$ cat config.mk
export PLATFORM = sky130hd
export DESIGN_NAME = cipher_byte_sequencer
export DESIGN_NICKNAME = d
export VERILOG_FILES = /design/src/rtl/cipher_byte_sequencer_pkg.sv /design/src/rtl/cipher_byte_sequencer_hold_timer.sv /design/src/rtl/cipher_byte_sequencer.sv
export SDC_FILE = /design/constraint.sdc
export NUM_CORES = 1
export LEC_CHECK = 0
export CORE_MARGIN = 5
export CORE_UTILIZATION = 52
export DETAILED_ROUTE_END_ITERATION = 10
export PLACE_DENSITY_LB_ADDON = 0.3
export SLEW_MARGIN = 20
export SYNTH_ARGS = -nofsm -noshare
export SYNTH_HDL_FRONTEND = slang
export SYNTH_SLANG_ARGS = --single-unit
$ cat constraint.sdc
create_clock -name clk -period 2.5 [get_ports clk]
set_input_delay 0.625 -clock clk [delete_from_list [all_inputs] [get_ports clk]]
set_output_delay 0.625 -clock clk [all_outputs]
set_load 0.005 [all_outputs]
$ cat src/rtl/cipher_byte_sequencer_pkg.sv
// Shared definitions for the cipher byte sequencer: block geometry and FSM state encodings.
package cipher_byte_sequencer_pkg;

  localparam int unsigned AES_BLOCK_BITS  = 128;
  localparam int unsigned AES_BLOCK_BYTES = 16;
  localparam logic [3:0]  LAST_BYTE_IDX   = 4'd15;

  typedef enum logic [1:0] {
    ST_IDLE = 2'd0,
    ST_SHOW = 2'd1,
    ST_DONE = 2'd2
  } seq_state_t;

endpackage

$ cat src/rtl/cipher_byte_sequencer_hold_timer.sv
// Per-byte hold counter: counts enabled cycles and flags the last cycle of the hold window.
module hold_timer #(
  parameter int unsigned HOLD_CYCLES = 50_000_000
) (
  input  logic clk,
  input  logic rst,
  input  logic en,
  input  logic clr,
  output logic expire
);

  localparam int unsigned      CNT_W    = (HOLD_CYCLES > 1) ? $clog2(HOLD_CYCLES) : 1;
  localparam logic [CNT_W-1:0] CNT_LAST = CNT_W'(HOLD_CYCLES - 1);

  logic [CNT_W-1:0] count_r;

  // Hold counter; only clr (driven by advance) returns it to zero, so it never overflows.
  always_ff @(posedge clk) begin
    if (rst || clr) begin
      count_r <= {CNT_W{1'b0}};
    end else if (en) begin
      count_r <= count_r + CNT_W'(1);
    end else begin
      count_r <= count_r;
    end
  end

  assign expire = (count_r == CNT_LAST);

endmodule

$ cat src/rtl/cipher_byte_sequencer.sv
// Captures one 128-bit cipher result and presents it byte by byte (byte 0 first) to the display path.
module cipher_byte_sequencer
  import cipher_byte_sequencer_pkg::*;
#(
  parameter int unsigned HOLD_CYCLES = 50_000_000
) (
  input  logic                      clk,
  input  logic                      rst,
  input  logic [0:AES_BLOCK_BITS-1] block_in,
  input  logic                      block_valid,
  output logic                      block_ready,
  input  logic                      auto_mode,
  input  logic                      step,
  output logic [7:0]                byte_out,
  output logic [3:0]                byte_index,
  output logic                      byte_valid,
  output logic                      done
);

  seq_state_t                state_r;
  logic [0:AES_BLOCK_BITS-1] shadow_r;
  logic [3:0]                index_r;
  logic [3:0]                next_index_s;
  logic                      step_q_r;
  logic                      step_rise_s;
  logic                      in_show_s;
  logic                      expire_s;
  logic                      advance_s;
  logic                      transfer_s;
  logic                      timer_en_s;
  logic                      timer_clr_s;

  assign block_ready = (state_r == ST_IDLE) || (state_r == ST_DONE);
  assign byte_index  = index_r;

  // Advance decode: a timer expiry and a step edge in the same cycle count as a single advance.
  always_comb begin
    in_show_s    = (state_r == ST_SHOW);
    step_rise_s  = step & ~step_q_r;
    transfer_s   = block_valid & block_ready;
    next_index_s = index_r + 4'd1;
    if (in_show_s) begin
      advance_s = (auto_mode & expire_s) | step_rise_s;
    end else begin
      advance_s = 1'b0;
    end
    timer_en_s  = in_show_s & auto_mode;
    timer_clr_s = ~in_show_s | ~auto_mode | advance_s;
  end

  hold_timer #(
    .HOLD_CYCLES (HOLD_CYCLES)
  ) u_hold_timer (
    .clk    (clk),
    .rst    (rst),
    .en     (timer_en_s),
    .clr    (timer_clr_s),
    .expire (expire_s)
  );

  // Sequencer FSM with registered display outputs.
  always_ff @(posedge clk) begin
    if (rst) begin
      state_r    <= ST_IDLE;
      shadow_r   <= {AES_BLOCK_BITS{1'b0}};
      index_r    <= 4'd0;
      step_q_r   <= 1'b0;
      byte_out   <= 8'd0;
      byte_valid <= 1'b0;
      done       <= 1'b0;
    end else begin
      step_q_r <= step;
      case (state_r)
        ST_IDLE, ST_DONE: begin
          if (transfer_s) begin
            state_r    <= ST_SHOW;
            shadow_r   <= block_in;
            index_r    <= 4'd0;
            byte_out   <= block_in[0 +: 8];
            byte_valid <= 1'b1;
            done       <= 1'b0;
          end else begin
            state_r <= state_r;
          end
        end
        ST_SHOW: begin
          // Index 15 never wraps; finishing the block parks the display on the last byte.
          if (advance_s) begin
            if (index_r != LAST_BYTE_IDX) begin
              index_r  <= next_index_s;
              byte_out <= shadow_r[{next_index_s, 3'b000} +: 8];
            end else begin
              state_r <= ST_DONE;
              done    <= 1'b1;
            end
          end else begin
            state_r <= ST_SHOW;
          end
        end
        default: begin
          state_r    <= ST_IDLE;
          index_r    <= 4'd0;
          byte_out   <= 8'd0;
          byte_valid <= 1'b0;
          done       <= 1'b0;
        end
      endcase
    end
  end

endmodule

==> results.yml <==
synth:
  seq_area_frac_synth_pct: 46.1
  synth_cell_types: 51
  synth.avg_cell_area_sq_um: 8.66
  synth_area_sq_um: 7420
  synth.ff_latch_count: 171
  syn-num-nets: 992
  synthCells: 857
  yosys_warnings: 0
  synth_edf_count: 0
  synth_ff_type: "dfxtp_1"
  async_flop_share_pct: 0
timing:
  relSlewSlack_pct: 57.4
  setup_viol: 0
  rsz0062_at_grt: "no"
  hold_violations: 0
  finalCritPeriodShare_pct: 89.3
  worst-slew-pin-transition_ns: 0.640
  setup_tns_ns: 0
  period_needed_ns: 2.23
  max_freq_mhz: 448
  skew_ns: 0.00664
  fin_ws_ns: 0.269
  drv_slew: 0
drt:
  antenna_left: 0
  viasPerCell: 5.42
  wl_per_cell_um: 16.1
  drt-pass1-iter-count: 5
  routed_wl_um: 19000
  dr.first_iter.drc_count: 388
  vias: 6401
  drc_errors: 0
floorplanning:
  ios: 148
  coreArea_sq_um: 13900
  initial_core_util_pct: 53.2
  die_h_um: 129
  rows: 43
  die_area_sq_um: 16800
  die_w_um: 129
placement:
  gp_congestion: 0.811
  pre_cts_slack_ns: 0.0221
  dp_hpwl_um: 13300
  io_buffer_count: 147
clocking:
  cts_inserted_buffers: 17
  postCtsSetupRepairBufs: 0
  hold_buffers: 0
  cts_buffer_depth: 2
  cts_max_level: 4
  ctsRootBufferMaster: "clkbuf_16"
  clock_sinks: 171
  clock_latency_ns: 0.43
  cts_tree: "yes"
  clkTransAtPathRegs_ns: 0.06
  cts-resized-gates: 0
grt:
  grt_pass1_wl_um: 30500
  grt_use_total_pct: 23.1
  grt.overflow.total: 0
  antenna_found_initial: 0
  grt_pass1_vias: 6148
  grt_max_degree: 81
power_and_ir_drop:
  p_per_area_nw_per_um2: 642
  peakVddDrop_mv: 0.509
  power_uw: 6260
  power.leakage_uw: 0.00348
cells_and_area:
  utilization_pct: 69.9
  antenna_cells: 0
  filler_cell_count: 1085
  drive_above_1_share_pct: 11.2
  areaGrowthSynthToFinish_pct: 31.3
  nets: 1124
flow_run:
  maxCapViolations: 0
worst_setup_path:
  worst-endpoint-arrival_ns: 2.60
  r2r-start: "u_hold_timer.count_r[0]"
  r2r-end: "byte_index[0]"
  critPathKind: "flop to flop"
  worstSetupStartpointType: "flop"
  regToRegSetupSlack_ns: 0.27
  crit_fanout: 8
  worstPathRequired_ns: 2.87
  end_kind: "flop"
  worst_r2r_path_depth: 6
min_path:
  hp-start: "shadow_r[99]"
  hold_end: "shadow_r[99]"
  whs_path_depth: 2
  hp-class: "flop to flop"
run_status:
  status: "completed"
[cells by family (layout without fill, tap and decap cells)]
logic type / after synthesis / after routing / share of synthesized area [%]
adders and majority gates: 2 / 2 / 0.337
DFF: 171 / 171 / 46.1
buffers and inverters: 64 / 208 / 3.86
xor gates and xnor gates: 27 / 27 / 3.29
muxes: 49 / 49 / 12.0
and+or+nand+nor: 378 / 378 / 21.9
AOI/OAI and AO/OA: 166 / 166 / 12.4
[cell usage after synthesis, types with 2 or more instances]
cell type  number  area [sq um]
nor2b_1         4          25.0
and2_1          6          37.5
mux2i_1        16           160
nand3_1        10          50.1
o31a_2          2          20.0
ha_1            2          25.0
nand4_1        11          68.8
buf_1           5          18.8
nor3_1         19          95.1
xnor2_1         5          43.8
a211oi_1       16           120
and3_1          7          43.8
buf_6           3          33.8
nand2b_1        3          18.8
xor2_1         21           184
nand2_1       267          1000
nor2_1         36           135
buf_2           5          25.0
dfxtp_1       171          3420
o21ai_0         3          15.0
mux4_2         32           721
a21oi_2         2          17.5
a21oi_1       138           691
clkbuf_1       46           173
[layer usage]
layer / share of wire [%] / track usage [%]
met3: 6.6 / 5.85
met2: 46 / 36.9
met5: 0 / 0
met1: 45 / 30.4
met4: 2.4 / 8.99
[flip-flops by register name, indices dropped and copies added (netlist names)]
| register | cells |
|---|---|
| byte_index | 4 |
| done | 1 |
| state_r | 2 |
| byte_out | 8 |
| shadow_r | 128 |
| u_hold_timer.count_r | 26 |
| byte_valid | 1 |
| step_q_r | 1 |
[worst max-delay path, stage by stage, from the launching register on]
cell	delay [ns]
dfxtp_1	0.38
ha_1	0.23
nand4_2	0.16
or4b_4	0.60
o21ba_1	0.31
nor4_4	0.29
mux2_2	0.20
[final cells by class]
| class | instances | area (sq um) | share of cell area (%) |
|---|---|---|---|
| multi-input cells | 622 | 3730 | 38.3 |
| clock inverters | 9 | 70.1 | 0.719 |
| clock buffers | 22 | 484 | 4.97 |
| repair buffers | 175 | 1800 | 18.5 |
| well taps | 180 | 225 | 2.31 |
| flip-flops and latches | 171 | 3420 | 35.1 |
| inverters | 2 | 7.51 | 0.0771 |
[cells in the final DEF, fill, tap and decap left out, drive strengths merged, types with 6 or more instances in the layout]
cell type and n:
nand3 10, buf 29, a21oi 140, nor2 36, mux2i 16, nand2 268
and2 6, clkinv 8, nand4 12, nor3 19, a211oi 16, clkbuf 22
xor2 22, clkdlybuf4s50 146, mux4 32, dfxtp 171, and3 8
[stage by stage]
step / hold WS [ns] / instances / instance area [sq um]
floorplan: 0.430 / 857 / 7420
global placement: 0.439 / 1150 / 9190
detailed placement: 0.444 / 1150 / 9190
CTS: 0.448 / 1181 / 9740
global route: 0.455 / 1181 / 9740
finish: 0.452 / 1181 / 9740
[report_power, final]
group | total, uW | switching (uW) | internal, uW
Combinational | 837 | 390 | 447
Clock | 2480 | 1020 | 1450
Sequential | 2940 | 73.5 | 2870
Total | 6260 | 1480 | 4770
[worst max-delay path by stage]
stage	start	end	slack, ns	cells past startpoint
finish	u_hold_timer.count_r[0]	byte_index[0]	0.27	6
detailed placement	auto_mode	byte_index[0]	0.02	6
floorplan	byte_index[0]	byte_out[1]	0.36	8
CTS	byte_index[0]	byte_index[0]	0.26	2
global placement	auto_mode	byte_index[0]	0.09	6
global route	u_hold_timer.count_r[0]	byte_index[0]	0.15	6
No activity file was read; power rests on OpenSTA's default activity.
